[config.mk]
export PLATFORM = sky130hd
export DESIGN_NAME = program_sequencer
export DESIGN_NICKNAME = d
export VERILOG_FILES = /design/src/rtl/program_sequencer.sv
export SDC_FILE = /design/constraint.sdc
export NUM_CORES = 1
export LEC_CHECK = 0
export CORE_ASPECT_RATIO = 1.1
export CORE_MARGIN = 3
export CORE_UTILIZATION = 50
export DETAILED_ROUTE_END_ITERATION = 12
export GPL_TIMING_DRIVEN = 0
export PLACE_DENSITY = 0.78
export SLEW_MARGIN = 25
export SYNTH_ARGS = -nofsm -noshare
export SYNTH_HDL_FRONTEND = slang
export SYNTH_SLANG_ARGS = --single-unit
[constraint.sdc]
create_clock -name clk -period 3.2 [get_ports clk]
set_input_delay 0.64 -clock clk [delete_from_list [all_inputs] [get_ports clk]]
set_output_delay 0.64 -clock clk [all_outputs]
set_load 0.03 [all_outputs]
[src/rtl/program_sequencer.sv]
// Instruction sequencer for simple_cpu: a loadable program store feeding one
// instruction at a time, held CPI cycles, with run/step/abort/HALT control.
module program_sequencer #(
  parameter int                     INSTR_WIDTH = 20,
  parameter int                     PC_BITS     = 5,
  parameter int                     CPI         = 3,
  parameter logic [3:0]             HALT_OPCODE = 4'hF,
  parameter logic [INSTR_WIDTH-1:0] NOP_WORD    = '0
) (
  input  logic                   clk,
  input  logic                   rst,
  input  logic                   load_en,
  input  logic [PC_BITS-1:0]     load_addr,
  input  logic [INSTR_WIDTH-1:0] load_data,
  input  logic                   start,
  input  logic                   step_mode,
  input  logic                   step,
  input  logic                   abort,
  output logic [INSTR_WIDTH-1:0] instruction,
  output logic                   cpu_rst,
  output logic [PC_BITS-1:0]     pc,
  output logic                   busy,
  output logic                   done,
  output logic                   wrapped
);

  localparam int CNT_W = (CPI > 1) ? $clog2(CPI) : 1;
  localparam logic [CNT_W-1:0]   CNT_LAST = CNT_W'(CPI - 1);
  localparam logic [CNT_W-1:0]   CNT_ONE  = CNT_W'(1);
  localparam logic [PC_BITS-1:0] PC_LAST  = '1;
  localparam logic [PC_BITS-1:0] PC_ONE   = PC_BITS'(1);

  localparam logic [2:0] IDLE   = 3'd0;
  localparam logic [2:0] CPURST = 3'd1;
  localparam logic [2:0] FETCH  = 3'd2;
  localparam logic [2:0] EXEC   = 3'd3;
  localparam logic [2:0] PAUSE  = 3'd4;
  localparam logic [2:0] DONE   = 3'd5;

  logic [2:0]             state_q, state_d;
  logic [INSTR_WIDTH-1:0] instruction_q, instruction_d;
  logic [PC_BITS-1:0]     pc_q, pc_d;
  logic [CNT_W-1:0]       cnt_q, cnt_d;
  logic                   cpu_rst_q, cpu_rst_d;
  logic                   busy_q, busy_d;
  logic                   done_q, done_d;
  logic                   wrapped_q, wrapped_d;

  // Program store survives rst so a program can be rerun after a reset.
  logic [INSTR_WIDTH-1:0] store_mem [2**PC_BITS];
  logic [INSTR_WIDTH-1:0] fetch_word;
  logic                   store_we;

  assign store_we   = load_en && (state_q == IDLE) && !abort;
  assign fetch_word = store_mem[pc_q];

  always_ff @(posedge clk) begin
    if (store_we) begin
      store_mem[load_addr] <= load_data;
    end
  end

  always_comb begin
    state_d       = state_q;
    instruction_d = instruction_q;
    pc_d          = pc_q;
    cnt_d         = cnt_q;
    wrapped_d     = wrapped_q;
    case (state_q)
      IDLE, DONE: begin
        if (start) begin
          state_d       = CPURST;
          pc_d          = '0;
          wrapped_d     = 1'b0;
          instruction_d = NOP_WORD;
        end
      end
      CPURST: state_d = FETCH;
      FETCH: begin
        if (fetch_word[INSTR_WIDTH-1 -: 4] == HALT_OPCODE) begin
          state_d       = DONE;
          instruction_d = NOP_WORD;
        end else begin
          state_d       = EXEC;
          instruction_d = fetch_word;
          cnt_d         = '0;
        end
      end
      EXEC: begin
        if (cnt_q == CNT_LAST) begin
          // Last address ends the run rather than wrapping back to 0.
          if (pc_q == PC_LAST) begin
            state_d       = DONE;
            wrapped_d     = 1'b1;
            instruction_d = NOP_WORD;
          end else begin
            pc_d = pc_q + PC_ONE;
            if (step_mode) begin
              state_d       = PAUSE;
              instruction_d = NOP_WORD;
            end else begin
              state_d = FETCH;
            end
          end
        end else begin
          cnt_d = cnt_q + CNT_ONE;
        end
      end
      PAUSE: begin
        instruction_d = NOP_WORD;
        if (step || !step_mode) begin
          state_d = FETCH;
        end
      end
      default: state_d = IDLE;
    endcase
    if (abort && (state_q != IDLE)) begin
      state_d       = IDLE;
      instruction_d = NOP_WORD;
    end
    cpu_rst_d = (state_d == CPURST);
    busy_d    = (state_d == CPURST) || (state_d == FETCH) ||
                (state_d == EXEC)   || (state_d == PAUSE);
    done_d    = (state_d == DONE);
  end

  always_ff @(posedge clk) begin
    if (rst) begin
      state_q       <= IDLE;
      instruction_q <= NOP_WORD;
      pc_q          <= '0;
      cnt_q         <= '0;
      cpu_rst_q     <= 1'b0;
      busy_q        <= 1'b0;
      done_q        <= 1'b0;
      wrapped_q     <= 1'b0;
    end else begin
      state_q       <= state_d;
      instruction_q <= instruction_d;
      pc_q          <= pc_d;
      cnt_q         <= cnt_d;
      cpu_rst_q     <= cpu_rst_d;
      busy_q        <= busy_d;
      done_q        <= done_d;
      wrapped_q     <= wrapped_d;
    end
  end

  assign instruction = instruction_q;
  assign cpu_rst     = cpu_rst_q;
  assign pc          = pc_q;
  assign busy        = busy_q;
  assign done        = done_q;
  assign wrapped     = wrapped_q;

endmodule
==> results.yml, run 1 <==
status:
  status: "completed"
drt:
  wirelength_um: 63100
  ant_nets: 0
  drt_iter0_drc: 1657
  avgViaCountPerCell: 6.39
  dr_total_vias: 12800
  drc: 0
  dr.pass1.iters: 5
  post_drt_wl_per_cell_um: 31.4
floorplan:
  fp.dieW_um: 223
  die-area_um2: 54700
  core_area_um2: 50700
  start_util: 0.512
  fp-row-count: 86
  fp.dieH_um: 245
  ioPinCount: 61
synthesis:
  synthArstFlopShare: 0
  yosysTopAreaCellShare: 0.740
  synthCells: 1134
  yosysTopAreaCell: "edfxtp_1"
  ys.flop_type: "edfxtp_1"
  synth_edf_count: 640
  avgSynthCellArea_um2: 22.9
  synth.distinct_cells: 39
  ys_warn_count: 0
  syn_nets: 1169
  synth_seq_cells: 679
  ys_seq_area_frac: 0.770
  yosys-top-cells-area: "edfxtp_1, mux4_2, dfxtp_1"
  synth.cell_area_um2: 26000
timing:
  fin_skew_ns: 0.0231
  fmax_mhz: 320
  setup_viol_count_final: 0
  setup_slack_ns: 0.0706
  min_period_over_period: 0.978
  slew_violations: 0
  relSlewSlack: 0.309
  tightest_slew_ns: 1.04
  post-route-min-period_ns: 3.13
  finalHoldViolCount: 0
  grt_setup_unrepaired: "false"
worst_setup_path:
  r2r_slack_ns: 0.07
  cp-end-kind: "register"
  endpoint: "instruction[1]"
  cp_max_fo: 10
  crit_required_ns: 3.67
  cp-start-kind: "register"
  worst-r2r-cell-count: 7
  regToRegEndpoint: "instruction[1]"
  cp.arrival_ns: 3.60
  crit_type: "register to register"
final_layout:
  final_cell_mix: "edfxtp_1, mux4_2, clkbuf_16"
  n_antenna_cell: 0
  area_growth_pct: 18.0
  mostFrequentLayoutCell: "edfxtp_1"
  nets: 1329
  post-route-util: 0.604
  drive_gt1_frac: 0.327
pwr:
  powerDensity_nw_per_um2: 591
  p_leak_nw: 9.32
  vdd_drop_max_mv: 0.514
clock_network:
  path_clk_slew_ns: 0.06
  clockRootBuffer: "clkbuf_16"
  cts_tree: "built"
  h-tree-depth: 3
  clkSinkCount: 679
  clkLatencyLatePin_ns: 0.61
  post_cts_buffers: 0
  cts_hold_buf: 0
  cts_buffers: 66
  clock_path_buffers: 3
global_routing:
  grt_antenna_before_repair: 0
  grt_pass1_wl_um: 92300
  grtUsageTotal: 0.236
  grt-ovfl-total: 0
  grt_max_degree: 33
  grt_pass1_vias: 13400
place:
  gp_congestion: 0.850
  io_buffers: 60
  dp_slack_ns: -0.417
  hpwlAfterDp_um: 38900
min_path:
  hold_depth: 2
  hp-class: "register to register"
job:
  cap_violations: 0
[worst min path at each step]
stage	slack, ns	start	endpoint
floorplan	0.45	cnt_q[1]	cnt_q[1]
global placement	0.45	instruction[9]	instruction[9]
detailed placement	0.45	instruction[13]	instruction[13]
CTS	0.47	instruction[13]	instruction[13]
global route	0.49	instruction[19]	instruction[19]
finish	0.46	instruction[13]	instruction[13]
[metal layers]
metal	up-vias	global-route usage	share of wire
li1	5099	-	-
met1	6732	0.309	0.37
met2	843	0.390	0.50
met3	145	0.0454	0.088
met4	0	0.106	0.041
met5	-	0	0
[cell families after synthesis]
group,count (synthesis),share of synthesized area
AO/OA/AOI/OAI,45,0.0116
adder cells (fa/ha/maj),3,0.00145
flip-flops,679,0.770
multiplexers,223,0.183
XOR/XNOR,1,0.000337
AND/OR/NAND/NOR,116,0.0211
buffers and inverters,67,0.0126
[timing repair]
action / CTS / global route
gates resized for setup: 34 / 7
gates cloned: 0 / 0
setup endpoints to repair: 24 / 23
[worst max-delay path, cell delays in order (launching register included)]
cell	delay [ns]
dfxtp_1	0.34
buf_2	0.35
buf_4	0.37
buf_4	0.34
mux4_2	0.55
mux4_2	0.53
mux2i_1	0.40
o21ai_2	0.11
[sequential cells by signal, summed over array words and instances (netlist names), named ones only]
| register | count |
|---|---|
| store_mem | 640 |
| instruction | 20 |
| pc | 5 |
| state_q | 3 |
| cnt_q | 2 |
| busy | 1 |
| cpu_rst | 1 |
| done | 1 |
| wrapped | 1 |
[synth_stat cells, types with 7 or more instances]
| library cell | instances |
|---|---|
| nand2_1 | 28 |
| dfxtp_1 | 39 |
| o21ai_0 | 7 |
| inv_1 | 9 |
| mux4_2 | 198 |
| clkbuf_1 | 29 |
| a21oi_1 | 11 |
| o21ai_1 | 7 |
| edfxtp_1 | 640 |
| mux2i_1 | 23 |
| o21ai_2 | 15 |
| nor2_1 | 49 |
| buf_2 | 16 |
[layout make-up]
class,count,area [um2]
buffer,58,369
clock buffer,86,1770
clock inverter,35,378
fill,3313,20100
inverter,9,33.8
multi-input combinational,388,5890
sequential,679,20000
tap,660,826
timing repair buffer,92,1360
[per-stage QoR]
| step | hold WS, ns | total power [mW] | setup TNS, ns | instances | cell area (um2) |
|---|---|---|---|---|---|
| finish | 0.464 | 18.1 | 0 | 2007 | 30600 |
| global route | 0.486 | 18.6 | 0 | 2007 | 30600 |
| CTS | 0.467 | 18.2 | 0 | 2007 | 30700 |
| detailed placement | 0.447 | 10.5 | -6.36 | 1886 | 28500 |
| global placement | 0.445 | 10.5 | -533.73 | 1854 | 27400 |
| floorplan | 0.447 | 10.2 | 0 | 1134 | 26000 |
[report_power, final]
group	leakage (nW)	switching, mW	internal [mW]
sequential	6.07	0.0225	9.76
combinational	2.21	0.370	0.180
clock	1.04	3.29	4.49
total	9.32	3.68	14.4
(Power assumes the default switching activity.)
==> run 2: changes to the inputs <==
--- a/config.mk
+++ b/config.mk
@@ -10,7 +10,7 @@
 export CORE_UTILIZATION = 50
 export DETAILED_ROUTE_END_ITERATION = 12
 export GPL_TIMING_DRIVEN = 0
-export PLACE_DENSITY = 0.78
+export PLACE_DENSITY = 0.64
 export SLEW_MARGIN = 25
 export SYNTH_ARGS = -nofsm -noshare
 export SYNTH_HDL_FRONTEND = slang
==> results.yml, run 2 (synthesis results as in run 1) <==
status:
  status: "completed"
timing:
  slew_violations: 0
  grt_setup_unrepaired: "false"
  setup_viol_count_final: 0
  relSlewSlack: 0.306
  finalHoldViolCount: 0
  min_period_over_period: 0.977
  tightest_slew_ns: 1.04
  setup_slack_ns: 0.0737
  fmax_mhz: 320
  post-route-min-period_ns: 3.13
  fin_skew_ns: 0.0152
final_layout:
  nets: 1331
  final_area_um2: 30500
  largest_reg_flops: 640
  multi_input_area_um2: 5880
  final_cell_mix: "edfxtp_1, mux4_2, clkbuf_16"
  area_growth_pct: 17.7
  mostFrequentLayoutCell: "edfxtp_1"
  drive_gt1_frac: 0.325
  regMostFlops: "store_mem"
  nFillCells: 3548
  regArea_um2: 20000
  n_antenna_cell: 0
global_routing:
  grt_antenna_before_repair: 0
  grt_pass1_vias: 12600
  grtUsageTotal: 0.223
  grt_pass1_wl_um: 87400
  grt_max_degree: 33
  grt-ovfl-total: 0
place:
  io_buffers: 60
  placed_area_um2: 28400
  dp_slack_ns: -0.400
  hpwlAfterDp_um: 38600
  gp_congestion: 0.812
drt:
  drt_iter0_drc: 1472
  dr_total_vias: 12200
  ant_nets: 0
  avgViaCountPerCell: 6.04
  post_drt_wl_per_cell_um: 29.4
  dr.pass1.iters: 5
  drc: 0
  wirelength_um: 59200
floorplan:
  fp.dieW_um: 223
  core_area_um2: 50700
  fp.dieH_um: 245
  die-area_um2: 54700
  fp-row-count: 86
  ioPinCount: 61
  start_util: 0.512
clock_network:
  post_cts_buffers: 0
  ctsResizeCount: 20
  clkSinkCount: 679
  cts_buffers: 69
  clockRootBuffer: "clkbuf_16"
  clkLatencyLatePin_ns: 0.59
  path_clk_slew_ns: 0.06
  cts_tree: "built"
  cts_hold_buf: 0
  h-tree-depth: 3
  clock_path_buffers: 3
job:
  cap_violations: 0
pwr:
  vdd_drop_max_mv: 0.518
  p_leak_nw: 9.29
  powerDensity_nw_per_um2: 589
worst_setup_path:
  crit_type: "register to register"
  crit_required_ns: 3.66
  cp_max_fo: 19
  cp.arrival_ns: 3.58
  cp-start-kind: "register"
  cp-end-kind: "register"
min_path:
  hp-class: "register to register"
run 2: area by class of cell:
type,count,area share
clock buffers,100,0.0634
flip-flops and latches,679,0.655
clock inverters,28,0.00705
plain buffers,57,0.0113
well taps,660,0.0270
repair buffers,92,0.0430
inverters,9,0.00111
multi-input cells,388,0.192
run 2: through the flow:
step | TNS, ns | std cells | total power [mW] | hold slack, ns | util
4_1_cts | -0.00154 | 2013 | 18.2 | 0.460 | 0.604
6_report | 0 | 2013 | 18.0 | 0.454 | 0.603
3_5_place_dp | -20.47 | 1886 | 10.5 | 0.449 | 0.561
2_1_floorplan | 0 | 1134 | 10.2 | 0.447 | -
5_1_grt | 0 | 2013 | 18.6 | 0.474 | 0.603
3_3_place_gp | -725.53 | 1854 | 10.5 | 0.437 | 0.540
run 2: metal layers:
metal / vias to the layer above / global-route usage / wire length (um)
li1: 5107 / - / -
met1: 6468 / 0.313 / 24100
met2: 497 / 0.367 / 29700
met3: 80 / 0.0323 / 3780
met4: 0 / 0.0724 / 1710
met5: - / 0 / 0
run 2: report_power, final:
part | switching, mW | internal, mW
sequential | 0.0198 | 9.76
combinational | 0.365 | 0.177
clock | 3.28 | 4.40
run 2: worst max-delay path: stages (launching register included):
cell	delay, ns
dfxtp_1	0.33
buf_6	0.23
buf_2	0.38
mux4_2	0.34
mux4_2	0.27
mux2i_1	0.11
o41ai_1	0.76
nand2b_4	0.30
buf_6	0.19
o21ai_1	0.08
run 2: path summary, 6_finish.rpt:
check | slack (ns) | cells after the start | end | from
worst max register to register | 0.07 | 9 | instruction[17] | register
worst min register to register | 0.45 | 2 | instruction[18] | instruction[18]
worst max-delay path | 0.07 | 9 | instruction[17] | register
worst min-delay path | 0.45 | 2 | instruction[18] | instruction[18]
==> run 3: changes to the inputs <==
--- a/config.mk
+++ b/config.mk
@@ -7,10 +7,10 @@
 export LEC_CHECK = 0
 export CORE_ASPECT_RATIO = 1.1
 export CORE_MARGIN = 3
-export CORE_UTILIZATION = 50
+export CORE_UTILIZATION = 45
 export DETAILED_ROUTE_END_ITERATION = 12
 export GPL_TIMING_DRIVEN = 0
-export PLACE_DENSITY = 0.64
+export PLACE_DENSITY = 0.58
 export SLEW_MARGIN = 25
 export SYNTH_ARGS = -nofsm -noshare
 export SYNTH_HDL_FRONTEND = slang
==> results.yml, run 3 (synthesis results as in run 1) <==
status:
  status: "completed"
clock_network:
  clockRootBuffer: "clkbuf_16"
  clkSinkCount: 679
  clock_path_buffers: 3
  cts_buffers: 69
  cts_tree: "built"
  path_clk_slew_ns: 0.06
  h-tree-depth: 3
  cts_hold_buf: 0
  clkLatencyLatePin_ns: 0.60
timing:
  fmax_mhz: 326
  grt_setup_unrepaired: "false"
  finalHoldViolCount: 0
  post-route-min-period_ns: 3.06
  relSlewSlack: 0.297
  tightest_slew_ns: 1.05
  slew_violations: 0
  fin_skew_ns: 0.0250
  tns_ns: 0
  setup_viol_count_final: 0
  min_period_over_period: 0.958
worst_setup_path:
  crit_type: "register to register"
  slowest_delay_ns: 0.63
  cp.arrival_ns: 3.60
  path_buf_inv: 3
  cp-start-kind: "register"
  crit_top_cell: "buf_6"
  cp_max_fo: 10
  worstPathCellList: "buf_6, buf_6, mux4_1, mux4_2, mux2i_1, o41ai_2, nand2b_4, buf_8, o21ai_2"
  crit_slowest_cell: "mux4_1"
  cp_top_family: "multiplexers"
  cp-end-kind: "register"
  crit_required_ns: 3.73
drt:
  dr.pass1.iters: 5
  drt_iter0_drc: 1167
  avgViaCountPerCell: 5.75
  dr_total_vias: 12100
  wirelength_um: 60500
  ant_nets: 0
  post_drt_wl_per_cell_um: 28.8
  drc: 0
floorplan:
  fp-row-count: 91
  fp.dieW_um: 235
  fp.dieH_um: 258
  start_util: 0.459
  core_area_um2: 56600
  die-area_um2: 60600
  ioPinCount: 61
pwr:
  powerDensity_nw_per_um2: 594
  power_mw: 18.3
  vdd_drop_max_mv: 0.326
  p_leak_nw: 9.38
final_layout:
  drive_gt1_frac: 0.333
  n_antenna_cell: 0
  area_growth_pct: 18.5
  nFillCells: 4265
  mostFrequentLayoutCell: "edfxtp_1"
  nets: 1332
  regMostFlops: "store_mem"
  largest_reg_flops: 640
  final_cell_mix: "edfxtp_1, mux4_2, clkbuf_16"
job:
  cap_violations: 0
min_path:
  hp-class: "register to register"
place:
  gp_congestion: 0.771
  hpwlAfterDp_um: 39200
  io_buffers: 60
global_routing:
  grt_pass1_vias: 12500
  grtUsageTotal: 0.203
  grt_antenna_before_repair: 1
  grt_max_degree: 33
  grt_pass1_wl_um: 87500
  grt-ovfl-total: 0
## run 3: power by group
part           internal, mW  total [mW]  switching [mW]  leakage [nW]
Sequential             9.76        9.78          0.0176          6.07
Clock                  4.69        7.96            3.27          1.11
Combinational         0.178       0.549           0.371          2.19
Total                  14.6        18.3            3.66          9.38
## run 3: metal layers
layer | global-route usage | vias up | share of wire
li1 | - | 5118 | -
met5 | 0 | - | 0.00021
met3 | 0.0325 | 81 | 0.054
met2 | 0.338 | 378 | 0.51
met1 | 0.271 | 6479 | 0.41
met4 | 0.0804 | 2 | 0.032
## run 3: worst reg2reg max path, cell delays in order, from the launching register on
cell,delay [ns]
dfxtp_1,0.32
buf_6,0.17
buf_6,0.22
mux4_1,0.64
mux4_2,0.49
mux2i_1,0.41
o41ai_2,0.21
nand2b_4,0.21
buf_8,0.19
o21ai_2,0.15
## run 3: metrics by stage
stage               instance area (um2)  setup slack (ns)  std cells  hold slack (ns)   util
detailed placement                28500            -0.522       1970            0.445  0.504
CTS                               30800           0.00306       2097            0.453  0.545
global route                      30800           0.00844       2097            0.473  0.544
global placement                  27500             -1.43       1938            0.437  0.486
finish                            30800             0.136       2097            0.450  0.544
floorplan                         26000             0.703       1134            0.447      -
## run 3: what timing repair did
action	CTS	global route
setup buffers	0	0
gates resized for setup	27	8
endpoints found under the setup margin	25	6
## run 3: area by class of cell
type	count	area [um2]	share of cell area
plain buffers	58	358	0.0116
flip-flops and latches	679	20000	0.650
well taps	744	931	0.0303
clock inverters	31	298	0.00968
repair buffers	92	1310	0.0425
clock buffers	96	1950	0.0635
inverters	9	33.8	0.00110
multi-input cells	388	5890	0.191
## run 3: worst paths after layout
| kind | start | to | slack [ns] | cells past startpoint |
|---|---|---|---|---|
| worst max register to register | register | instruction[6] | 0.14 | 9 |
| worst min register to register | instruction[4] | instruction[4] | 0.45 | 2 |
| worst max-delay path | register | instruction[6] | 0.14 | 9 |
| worst min-delay path | instruction[4] | instruction[4] | 0.45 | 2 |
